## config.mk

```make
export PLATFORM = sky130hd
export DESIGN_NAME = conv3x3_window_engine_flat
export DESIGN_NICKNAME = d
export VERILOG_FILES = /design/src/rtl/conv3x3_window_engine_if.sv /design/src/rtl/conv3x3_window_engine.sv /design/src/flat_wrapper.sv
export SDC_FILE = /design/constraint.sdc
export NUM_CORES = 1
export LEC_CHECK = 0
export CORE_MARGIN = 2
export CORE_UTILIZATION = 45
export DETAILED_ROUTE_END_ITERATION = 12
export PLACE_DENSITY_LB_ADDON = 0.05
export SYNTH_ARGS = -nofsm -noshare
export SYNTH_HDL_FRONTEND = slang
export SYNTH_SLANG_ARGS = --single-unit
```

## constraint.sdc

```tcl
create_clock -name clk -period 10.15 [get_ports clk]
set_input_delay 2.03 -clock clk [delete_from_list [all_inputs] [get_ports clk]]
set_output_delay 2.03 -clock clk [all_outputs]
set_load 0.01 [all_outputs]
```

## src/rtl/conv3x3_window_engine_if.sv

```systemverilog
// Signal bundle tying the 3x3 window engine to its image RAMs, conv weight RAM and result sink.
// The engine side uses the slave modport; the RAM/consumer environment uses master.
interface conv3x3_window_engine_if #(
    parameter int ACC_W = 20
);
    logic                    i_start;
    logic [15:0]             i_kern_base;
    logic [13:0]             o_img_addr;
    logic [7:0]              i_img_q0;
    logic [7:0]              i_img_q1;
    logic [7:0]              i_img_q2;
    logic [7:0]              i_img_q3;
    logic [15:0]             o_w_addr;
    logic [7:0]              i_w_q;
    logic                    o_out_valid;
    logic                    i_out_ready;
    logic signed [ACC_W-1:0] o_out_data;
    logic [9:0]              o_out_idx;
    logic                    o_busy;
    logic                    o_done;

    modport slave (
        input  i_start, i_kern_base,
        input  i_img_q0, i_img_q1, i_img_q2, i_img_q3, i_w_q,
        input  i_out_ready,
        output o_img_addr, o_w_addr,
        output o_out_valid, o_out_data, o_out_idx, o_busy, o_done
    );

    modport master (
        output i_start, i_kern_base,
        output i_img_q0, i_img_q1, i_img_q2, i_img_q3, i_w_q,
        output i_out_ready,
        input  o_img_addr, o_w_addr,
        input  o_out_valid, o_out_data, o_out_idx, o_busy, o_done
    );
endinterface

```

## src/rtl/conv3x3_window_engine.sv

```systemverilog
// Slides one 3x3 kernel (bias + nine weights) over a square image held in four interleaved byte
// RAMs and streams the valid-convolution feature map out in row-major order.
module conv3x3_window_engine #(
    parameter int IMG_W = 28,
    parameter int ACC_W = 20
) (
    input  logic                   clk,
    input  logic                   reset,
    conv3x3_window_engine_if.slave bus
);

    localparam int OUT_W = IMG_W - 2;
    localparam int PIX_W = $clog2(IMG_W * IMG_W);
    localparam int POS_W = $clog2(IMG_W);

    localparam logic [3:0]       LOAD_LAST  = 4'd10;
    localparam logic [3:0]       FETCH_LAST = 4'd9;
    localparam logic [POS_W-1:0] POS_LAST   = POS_W'(OUT_W - 1);

    typedef enum logic [2:0] {
        StIdle,
        StLoadW,
        StFetch,
        StEmit,
        StDone
    } state_e;

    state_e                  r_state;
    state_e                  w_state_nxt;
    logic [3:0]              r_cnt;
    logic [15:0]             r_kern_base;
    logic [POS_W-1:0]        r_row;
    logic [POS_W-1:0]        r_col;
    logic [9:0]              r_idx;
    logic [1:0]              r_lane;
    logic signed [7:0]       r_bias;
    logic signed [7:0]       r_w [9];
    logic signed [ACC_W-1:0] r_acc;

    logic                    w_busy;
    logic                    w_done;
    logic                    w_valid;
    logic                    w_last_pos;
    logic                    w_issue_img;
    logic                    w_issue_w;
    logic [1:0]              w_dr;
    logic [1:0]              w_dc;
    logic [PIX_W-1:0]        w_pix_idx;
    logic [7:0]              w_pix;
    logic [3:0]              w_widx;
    logic signed [7:0]       w_wsel;
    logic signed [16:0]      w_prod;

    assign w_last_pos  = (r_row == POS_LAST) && (r_col == POS_LAST);
    assign w_issue_img = (r_state == StFetch) && (r_cnt < FETCH_LAST);
    assign w_issue_w   = (r_state == StLoadW) && (r_cnt < LOAD_LAST);

    // Tap offset within the window for the read issued this FETCH cycle.
    always_comb begin
        w_dr = 2'd0;
        w_dc = 2'd0;
        case (r_cnt)
            4'd1: w_dc = 2'd1;
            4'd2: w_dc = 2'd2;
            4'd3: w_dr = 2'd1;
            4'd4: begin w_dr = 2'd1; w_dc = 2'd1; end
            4'd5: begin w_dr = 2'd1; w_dc = 2'd2; end
            4'd6: w_dr = 2'd2;
            4'd7: begin w_dr = 2'd2; w_dc = 2'd1; end
            4'd8: begin w_dr = 2'd2; w_dc = 2'd2; end
            default: ;
        endcase
    end

    assign w_pix_idx = PIX_W'((32'(r_row) + 32'(w_dr)) * 32'(IMG_W) + 32'(r_col) + 32'(w_dc));

    assign bus.o_img_addr = w_issue_img ? 14'(w_pix_idx >> 2) : 14'd0;
    assign bus.o_w_addr   = w_issue_w ? (r_kern_base + 16'(r_cnt)) : 16'd0;

    always_comb begin
        w_pix = bus.i_img_q0;
        unique case (r_lane)
            2'd0: w_pix = bus.i_img_q0;
            2'd1: w_pix = bus.i_img_q1;
            2'd2: w_pix = bus.i_img_q2;
            2'd3: w_pix = bus.i_img_q3;
        endcase
    end

    // Data returning at count k belongs to the tap issued at k-1.
    assign w_widx = r_cnt - 4'd1;
    assign w_wsel = r_w[w_widx];
    assign w_prod = $signed({1'b0, w_pix}) * w_wsel;

    always_ff @(posedge clk) begin
        if (reset) begin
            r_state <= StIdle;
        end else begin
            r_state <= w_state_nxt;
        end
    end

    always_comb begin
        w_state_nxt = r_state;
        w_busy      = 1'b0;
        w_done      = 1'b0;
        w_valid     = 1'b0;
        unique case (r_state)
            StIdle: begin
                if (bus.i_start) w_state_nxt = StLoadW;
            end
            StLoadW: begin
                w_busy = 1'b1;
                if (r_cnt == LOAD_LAST) w_state_nxt = StFetch;
            end
            StFetch: begin
                w_busy = 1'b1;
                if (r_cnt == FETCH_LAST) w_state_nxt = StEmit;
            end
            StEmit: begin
                w_busy  = 1'b1;
                w_valid = 1'b1;
                if (bus.i_out_ready) w_state_nxt = w_last_pos ? StDone : StFetch;
            end
            StDone: begin
                w_done      = 1'b1;
                w_state_nxt = StIdle;
            end
            default: w_state_nxt = StIdle;
        endcase
    end

    always_ff @(posedge clk) begin
        if (reset) begin
            r_cnt       <= 4'd0;
            r_kern_base <= 16'd0;
            r_row       <= '0;
            r_col       <= '0;
            r_idx       <= 10'd0;
            r_lane      <= 2'd0;
            r_bias      <= 8'sd0;
            r_acc       <= '0;
            for (int k = 0; k < 9; k++) r_w[k] <= 8'sd0;
        end else begin
            unique case (r_state)
                StIdle: begin
                    if (bus.i_start) begin
                        r_kern_base <= bus.i_kern_base;
                        r_row       <= '0;
                        r_col       <= '0;
                        r_idx       <= 10'd0;
                        r_cnt       <= 4'd0;
                    end
                end
                StLoadW: begin
                    r_cnt <= (r_cnt == LOAD_LAST) ? 4'd0 : r_cnt + 4'd1;
                    // Count 1 returns the bias, counts 2..10 return w0..w8.
                    if (r_cnt == 4'd1) begin
                        r_bias <= bus.i_w_q;
                    end else if (r_cnt != 4'd0) begin
                        r_w[r_cnt - 4'd2] <= bus.i_w_q;
                    end
                end
                StFetch: begin
                    r_cnt  <= (r_cnt == FETCH_LAST) ? 4'd0 : r_cnt + 4'd1;
                    r_lane <= w_pix_idx[1:0];
                    if (r_cnt == 4'd0) begin
                        r_acc <= ACC_W'(r_bias);
                    end else begin
                        r_acc <= r_acc + ACC_W'(w_prod);
                    end
                end
                StEmit: begin
                    if (bus.i_out_ready) begin
                        r_idx <= r_idx + 10'd1;
                        if (r_col == POS_LAST) begin
                            r_col <= '0;
                            r_row <= r_row + 1'b1;
                        end else begin
                            r_col <= r_col + 1'b1;
                        end
                    end
                end
                default: ;
            endcase
        end
    end

    assign bus.o_out_valid = w_valid;
    assign bus.o_out_data  = r_acc;
    assign bus.o_out_idx   = r_idx;
    assign bus.o_busy      = w_busy;
    assign bus.o_done      = w_done;

endmodule

```

## src/flat_wrapper.sv

```systemverilog
// flat-port wrapper written by rule: the top's interface ports become plain ports
module conv3x3_window_engine_flat 
#(
    parameter int IMG_W = 28,
    parameter int ACC_W = 20
)
  (clk, reset, bus_i_start, bus_i_kern_base, bus_i_img_q0, bus_i_img_q1, bus_i_img_q2, bus_i_img_q3, bus_i_w_q, bus_i_out_ready, bus_o_img_addr, bus_o_w_addr, bus_o_out_valid, bus_o_out_data, bus_o_out_idx, bus_o_busy, bus_o_done);
  conv3x3_window_engine_if #(.ACC_W(ACC_W)) bus_i ();
  input  logic clk;
  input  logic reset;
  input wire logic [$bits(bus_i.i_start)-1:0] bus_i_start;
  input wire logic [$bits(bus_i.i_kern_base)-1:0] bus_i_kern_base;
  input wire logic [$bits(bus_i.i_img_q0)-1:0] bus_i_img_q0;
  input wire logic [$bits(bus_i.i_img_q1)-1:0] bus_i_img_q1;
  input wire logic [$bits(bus_i.i_img_q2)-1:0] bus_i_img_q2;
  input wire logic [$bits(bus_i.i_img_q3)-1:0] bus_i_img_q3;
  input wire logic [$bits(bus_i.i_w_q)-1:0] bus_i_w_q;
  input wire logic [$bits(bus_i.i_out_ready)-1:0] bus_i_out_ready;
  output wire logic [$bits(bus_i.o_img_addr)-1:0] bus_o_img_addr;
  output wire logic [$bits(bus_i.o_w_addr)-1:0] bus_o_w_addr;
  output wire logic [$bits(bus_i.o_out_valid)-1:0] bus_o_out_valid;
  output wire logic [$bits(bus_i.o_out_data)-1:0] bus_o_out_data;
  output wire logic [$bits(bus_i.o_out_idx)-1:0] bus_o_out_idx;
  output wire logic [$bits(bus_i.o_busy)-1:0] bus_o_busy;
  output wire logic [$bits(bus_i.o_done)-1:0] bus_o_done;
  assign bus_i.i_start = bus_i_start;
  assign bus_i.i_kern_base = bus_i_kern_base;
  assign bus_i.i_img_q0 = bus_i_img_q0;
  assign bus_i.i_img_q1 = bus_i_img_q1;
  assign bus_i.i_img_q2 = bus_i_img_q2;
  assign bus_i.i_img_q3 = bus_i_img_q3;
  assign bus_i.i_w_q = bus_i_w_q;
  assign bus_i.i_out_ready = bus_i_out_ready;
  assign bus_o_img_addr = bus_i.o_img_addr;
  assign bus_o_w_addr = bus_i.o_w_addr;
  assign bus_o_out_valid = bus_i.o_out_valid;
  assign bus_o_out_data = bus_i.o_out_data;
  assign bus_o_out_idx = bus_i.o_out_idx;
  assign bus_o_busy = bus_i.o_busy;
  assign bus_o_done = bus_i.o_done;
  conv3x3_window_engine #(.IMG_W(IMG_W), .ACC_W(ACC_W)) u_core (.clk(clk), .reset(reset), .bus(bus_i));
endmodule
```

==> results of run 1 <==
-- cell families after synthesis --
| group | after synthesis | share of synthesized area (%) |
|---|---|---|
| AND/OR/NAND/NOR | 457 | 17.2 |
| flip-flops | 201 | 40.8 |
| adder cells (fa/ha/maj) | 152 | 18.1 |
| buffers and inverters | 147 | 4.57 |
| AO/OA/AOI/OAI | 138 | 6.52 |
| multiplexers | 72 | 9.22 |
| XOR/XNOR | 54 | 3.64 |
| other | 1 | 0.0288 |
-- routing by layer --
layer | share of wire [%] | track usage (%) | vias up | wire, um
met5 | 0 | 0 | - | 0
met4 | 1.7 | 4.48 | 0 | 530
met3 | 4.3 | 2.78 | 33 | 1380
li1 | - | - | 4438 | -
met2 | 47 | 35.8 | 197 | 15000
met1 | 47 | 29.9 | 4403 | 14900
-- cells in the final DEF (no fill, tap or decap), types with 8 or more instances in the layout --
master             n
a211oi_1           8
a21o_1            14
a21oi_1           55
and2_1            76
and3_1             8
buf_4              9
clkbuf_16         23
clkdlybuf4s50_1  115
dfxtp_1           72
edfxtp_1         128
fa_1              60
ha_1              92
inv_1            101
mux2_2            10
mux2i_1           24
mux4_2            37
nand2_1          124
nand2b_1          10
nand3_1           14
nand4_1           14
nor2_1           133
nor2b_1           11
nor3_1            19
o21ai_0           19
o21ai_1            8
or2_2             13
or3_1             11
xnor2_1           28
xor2_1            24
-- registers in the layout, summed over array words and instances (netlist names) --
register and cells:
u_core.r_w 128, u_core.bus.o_out_data 20, u_core.r_kern_base 16, u_core.bus.o_out_idx 10
u_core.r_bias 8, u_core.r_col 5, u_core.r_row 5, u_core.r_cnt 4
u_core.r_state 3, u_core.r_lane 2
-- area by class of cell --
cell class / count / area (um2) / share of cell area [%]
clock buffer: 30 / 642 / 4.19
clock inverter: 12 / 121 / 0.793
multi-input combinational: 879 / 7150 / 46.7
tap: 384 / 480 / 3.14
inverter: 102 / 385 / 2.52
timing repair buffer: 125 / 1220 / 7.99
sequential: 201 / 5310 / 34.7
-- worst min-delay path: cells and delay by family (launching register included) --
kind,cells,cell delay (ns)
DFF,1,0.32
and+or+nand+nor,1,0.05
AOI/OAI and AO/OA,1,0.05
-- how the worst max path moves through the flow --
stage | startpoint | end | slack, ns | cells after the start
after global placement | u_core.r_cnt[1] | u_core.bus.o_out_data[16] | 2.43 | 20
after CTS | u_core.r_cnt[0] | bus_o_img_addr[7] | 2.00 | 19
after detailed placement | u_core.r_cnt[1] | u_core.bus.o_out_data[16] | 2.41 | 20
after floorplan | u_core.r_cnt[0] | u_core.bus.o_out_data[13] | 3.09 | 25
final | u_core.r_cnt[0] | bus_o_img_addr[7] | 2.15 | 19
after global routing | u_core.r_cnt[0] | bus_o_img_addr[7] | 1.66 | 19
-- metrics by stage --
stage / setup WS, ns / util, %
2_1_floorplan: 3.09 / -
3_3_place_gp: 2.43 / 51.0
3_5_place_dp: 2.41 / 51.0
4_1_cts: 2.00 / 53.6
5_1_grt: 1.66 / 53.6
6_report: 2.15 / 53.6
==> impl_metrics.env, run 1 <==
export IMPL_crit_chain="buf_4 -> ha_1 -> nor2_1 -> a211oi_1 -> ha_1 -> fa_1 -> xor2_1 -> inv_1 -> fa_1 -> inv_1 -> ha_1 -> fa_1 -> a21oi_1 -> nor2_1 -> nor2_1 -> xnor2_1 -> nor4b_1 -> mux2i_1 -> clkdlybuf4s50_1"
export IMPL_cap_violations=0
export IMPL_nets=1544
export IMPL_critPathRequiredTime_ns=8.12
export IMPL_critPathMaxFanout=37
export IMPL_rows=62
export IMPL_ys_warn_count=0
export IMPL_synth_ff_type="edfxtp_1"
export IMPL_async_flop_share_pct=0
export IMPL_outcome="finished clean"
export IMPL_fillers=2656
export IMPL_ys_seq_area_share_pct=40.8
export IMPL_postCtsSetupBuffers=0
export IMPL_netlist_area_leader_share_pct=29.5
export IMPL_gp_congestion=0.802
export IMPL_cts_buffer_depth=3
export IMPL_drt_total_wl_um=31800
export IMPL_port_buffers=116
export IMPL_path_clk_slew_ns=0.06
export IMPL_synth_top_cell_by_area="edfxtp_1"
export IMPL_syn_inst=1222
export IMPL_hold_end="u_core.r_kern_base[4]"
export IMPL_numCtsBuffers=23
export IMPL_r2r_slack_ns=2.35
export IMPL_final_area_um2=15300
export IMPL_grt_first_pass_wirelength_um=51400
export IMPL_syn_area_um2=13000
export IMPL_overflow=0
export IMPL_setup_tns_ns=0
export IMPL_timing_rr_end="u_core.bus.o_out_data[13]"
export IMPL_synth_common_cells="133 x nor2_1, 128 x edfxtp_1, 124 x nand2_1, 101 x inv_1, 92 x ha_1"
export IMPL_synth_edf_count=128
export IMPL_r2r_cells=21
export IMPL_drtAntennaViolNets=0
export IMPL_vias=9071
export IMPL_start_util_pct=45.6
export IMPL_viasPerCell=5.23
export IMPL_clock_sinks=201
export IMPL_avgSynthCellArea_um2=10.6
export IMPL_min_path_type="register to register"
export IMPL_htreeDepth=1
export IMPL_critPathSlowestCell="buf_4"
export IMPL_rr_startpoint="u_core.r_cnt[1]"
export IMPL_hold_ws_ns=0.467
export IMPL_critPathCaptureType="output pin"
export IMPL_min_period_over_period_pct=78.8
export IMPL_first_pass_iters=5
export IMPL_grt_usage_pct=21.4
export IMPL_slowest_delay_ns=0.57
export IMPL_max_slew_margin_rel_pct=32.1
export IMPL_setup_viol=0
export IMPL_clk_insertion_delay_late_ns=0.53
export IMPL_fin_worst_skew_ns=0.0191
export IMPL_syn2layout_area_growth_pct=17.7
export IMPL_crit_family="adder cells"
export IMPL_ys_ff_latch=201
export IMPL_die_w_um=174
export IMPL_hpwl_um=23400
export IMPL_holdBufCountCts=0
export IMPL_path_class="register to output pin"
export IMPL_pin_count=123
export IMPL_max_freq_mhz=125
export IMPL_fin_crit_ns=8.00
export IMPL_post_dp_cell_area_um2=14500
export IMPL_cts_resized=0
export IMPL_synth_most_common_cell="nor2_1"
export IMPL_tritoncts="done"
export IMPL_drc_errors=0
export IMPL_worstHoldStart="u_core.r_kern_base[4]"
export IMPL_coreArea_um2=28500
export IMPL_ys_types=61
export IMPL_rsz0062_at_grt="false"
export IMPL_timing_final_max_slew_violations=0
export IMPL_wl_per_cell_um=18.4
export IMPL_drive_gt1_share_pct=8.45
export IMPL_cts_root_buf="clkbuf_16"
export IMPL_start_kind="register"
export IMPL_die_area_um2=30300
export IMPL_final_hold_violation_count=0
export IMPL_place_inst=1691
export IMPL_antenna_found_initial=0
export IMPL_grt_max_degree=68
export IMPL_instances_no_fill=1733
export IMPL_synth_area_top_cells="edfxtp_1 30%, dfxtp_1 11%, fa_1 9.2%"
export IMPL_first_iter_violations=389
export IMPL_whs_path_depth=2
export IMPL_tightest_slew_ns=1.01
export IMPL_path_buf_inv=4
export IMPL_grt_pass1_vias=9347
export IMPL_die_y_um=174
export IMPL_diodes=0
export IMPL_cp_arrival_ns=5.97
Power of run 1 is not shown: default switching activity piles up to over one toggle a cycle in this logic, so the estimate is an artifact.
==> run 2: changes to the inputs <==
- clock period: 10.15 -> 7.85 ns (I/O delays scaled with it)
==> impl_metrics.env, run 2 (synthesized netlist as in run 1, its figures left out) <==
export IMPL_outcome="finished clean"
export IMPL_whs_path_depth=2
export IMPL_grt_first_pass_wirelength_um=51200
export IMPL_grt_max_degree=54
export IMPL_drtAntennaViolNets=0
export IMPL_post_dp_cell_area_um2=14600
export IMPL_postCtsSetupBuffers=0
export IMPL_clk_insertion_delay_late_ns=0.51
export IMPL_cts_root_buf="clkbuf_16"
export IMPL_r2r_cells=20
export IMPL_numCtsBuffers=24
export IMPL_max_freq_mhz=137
export IMPL_cap_violations=0
export IMPL_die_w_um=174
export IMPL_rsz0062_at_grt="false"
export IMPL_min_period_over_period_pct=92.7
export IMPL_start_util_pct=45.6
export IMPL_antenna_found_initial=0
export IMPL_final_hold_violation_count=0
export IMPL_critPathCaptureType="output pin"
export IMPL_largest_register="u_core.r_w"
export IMPL_final_area_um2=15400
export IMPL_path_class="register to output pin"
export IMPL_drt_total_wl_um=32100
export IMPL_wl_per_cell_um=18.4
export IMPL_largest_reg_flops=128
export IMPL_min_path_type="register to register"
export IMPL_cts_buffer_depth=3
export IMPL_die_y_um=174
export IMPL_layout_common_cells="133 x nor2_1, 128 x edfxtp_1, 124 x nand2_1"
export IMPL_drc_errors=0
export IMPL_holdBufCountCts=0
export IMPL_fin_worst_skew_ns=0.0141
export IMPL_nets=1555
export IMPL_fin_crit_ns=7.27
export IMPL_start_kind="register"
export IMPL_setup_tns_ns=0
export IMPL_tritoncts="done"
export IMPL_rows=62
export IMPL_htreeDepth=1
export IMPL_drive_gt1_share_pct=9.34
export IMPL_port_buffers=116
export IMPL_clock_sinks=201
export IMPL_final_common_cell="nor2_1"
export IMPL_setup_viol=0
export IMPL_vias=9142
export IMPL_tightest_slew_ns=0.955
export IMPL_coreArea_um2=28500
export IMPL_max_slew_margin_rel_pct=36.2
export IMPL_critPathMaxFanout=8
export IMPL_timing_final_max_slew_violations=0
export IMPL_grt_pass1_vias=9065
export IMPL_cts_resized=0
export IMPL_first_iter_violations=562
export IMPL_overflow=0
export IMPL_hpwl_um=23700
export IMPL_cp_arrival_ns=5.70
export IMPL_first_pass_iters=4
export IMPL_pin_count=123
export IMPL_diodes=0
export IMPL_grt_usage_pct=21.5
export IMPL_gp_congestion=0.872
export IMPL_die_area_um2=30300
export IMPL_critPathRequiredTime_ns=6.28
export IMPL_syn2layout_area_growth_pct=18.1
export IMPL_path_clk_slew_ns=0.06
export IMPL_viasPerCell=5.24
export IMPL_fillers=2611
-- run 2: cell types whose count changed in the layout (fill, tap and decap cells not counted), moves of 2 or more --
cell and change:
buf_4 +8, clkbuf_8 -4, clkinv_2 +4, buf_12 +2
bufinv_16 -2, clkbuf_1 -2, clkbuf_16 +2, clkinvlp_4 +2
-- run 2: metal layers --
layer / global-route usage (%) / wire [um] / share of wire, % / vias up
li1: - / - / - / 4461
met5: 0 / 0 / 0 / -
met4: 3.75 / 475 / 1.5 / 0
met3: 2.80 / 1380 / 4.3 / 32
met2: 35.1 / 14700 / 46 / 223
met1: 31.1 / 15500 / 48 / 4426
-- run 2: worst paths after layout --
path	slack, ns	start	end
setup / recovery	0.58	u_core.r_cnt[1]	bus_o_img_addr[7]
hold / removal	0.46	u_core.r_kern_base[3]	u_core.r_kern_base[3]
setup reg to reg	0.83	u_core.r_cnt[1]	u_core.bus.o_out_data[13]
hold reg to reg	0.46	u_core.r_kern_base[3]	u_core.r_kern_base[3]
-- run 2: area by class of cell --
cell class                 instances  area [um2]  share of cell area (%)
multi-input combinational        879        7140                    46.5
inverter                         102         385                    2.51
clock inverter                    17        95.1                   0.619
sequential                       201        5310                    34.5
clock buffer                      26         629                    4.10
tap                              384         480                    3.13
timing repair buffer             135        1320                    8.62
-- run 2: through the flow --
| step | instances | hold slack (ns) | utilization, % | setup slack [ns] |
|---|---|---|---|---|
| after floorplan | 1227 | 0.441 | - | 0.789 |
| after global placement | 1701 | 0.452 | 51.3 | 0.838 |
| after detailed placement | 1701 | 0.454 | 51.3 | 0.761 |
| after CTS | 1744 | 0.462 | 53.8 | 0.456 |
| after global routing | 1744 | 0.486 | 53.8 | 0.185 |
| final | 1744 | 0.462 | 53.8 | 0.577 |
-- run 2: critical path, cell delays in order, from the launching register on --
cell and delay, ns:
dfxtp_1 0.54, inv_1 0.22, ha_1 0.33, nor2_1 0.17, a211oi_1 0.14, ha_1 0.26, fa_1 0.40, xor2_1 0.24
inv_1 0.13, fa_1 0.54, inv_1 0.04, ha_1 0.20, fa_1 0.40, a21oi_1 0.15, nor2_1 0.05, nor2_1 0.11
xnor2_1 0.11, nor4b_1 0.37, mux2i_1 0.24, clkdlybuf4s50_1 0.56
Power of run 2 is left out for the same reason.
==> run 3: changes to the inputs <==
- SKIP_CTS_REPAIR_TIMING: default -> 1
==> results of run 3 <==
No change in the layout: final DEF, timing and power equal those of run 2.
Power of run 3 is left out for the same reason.
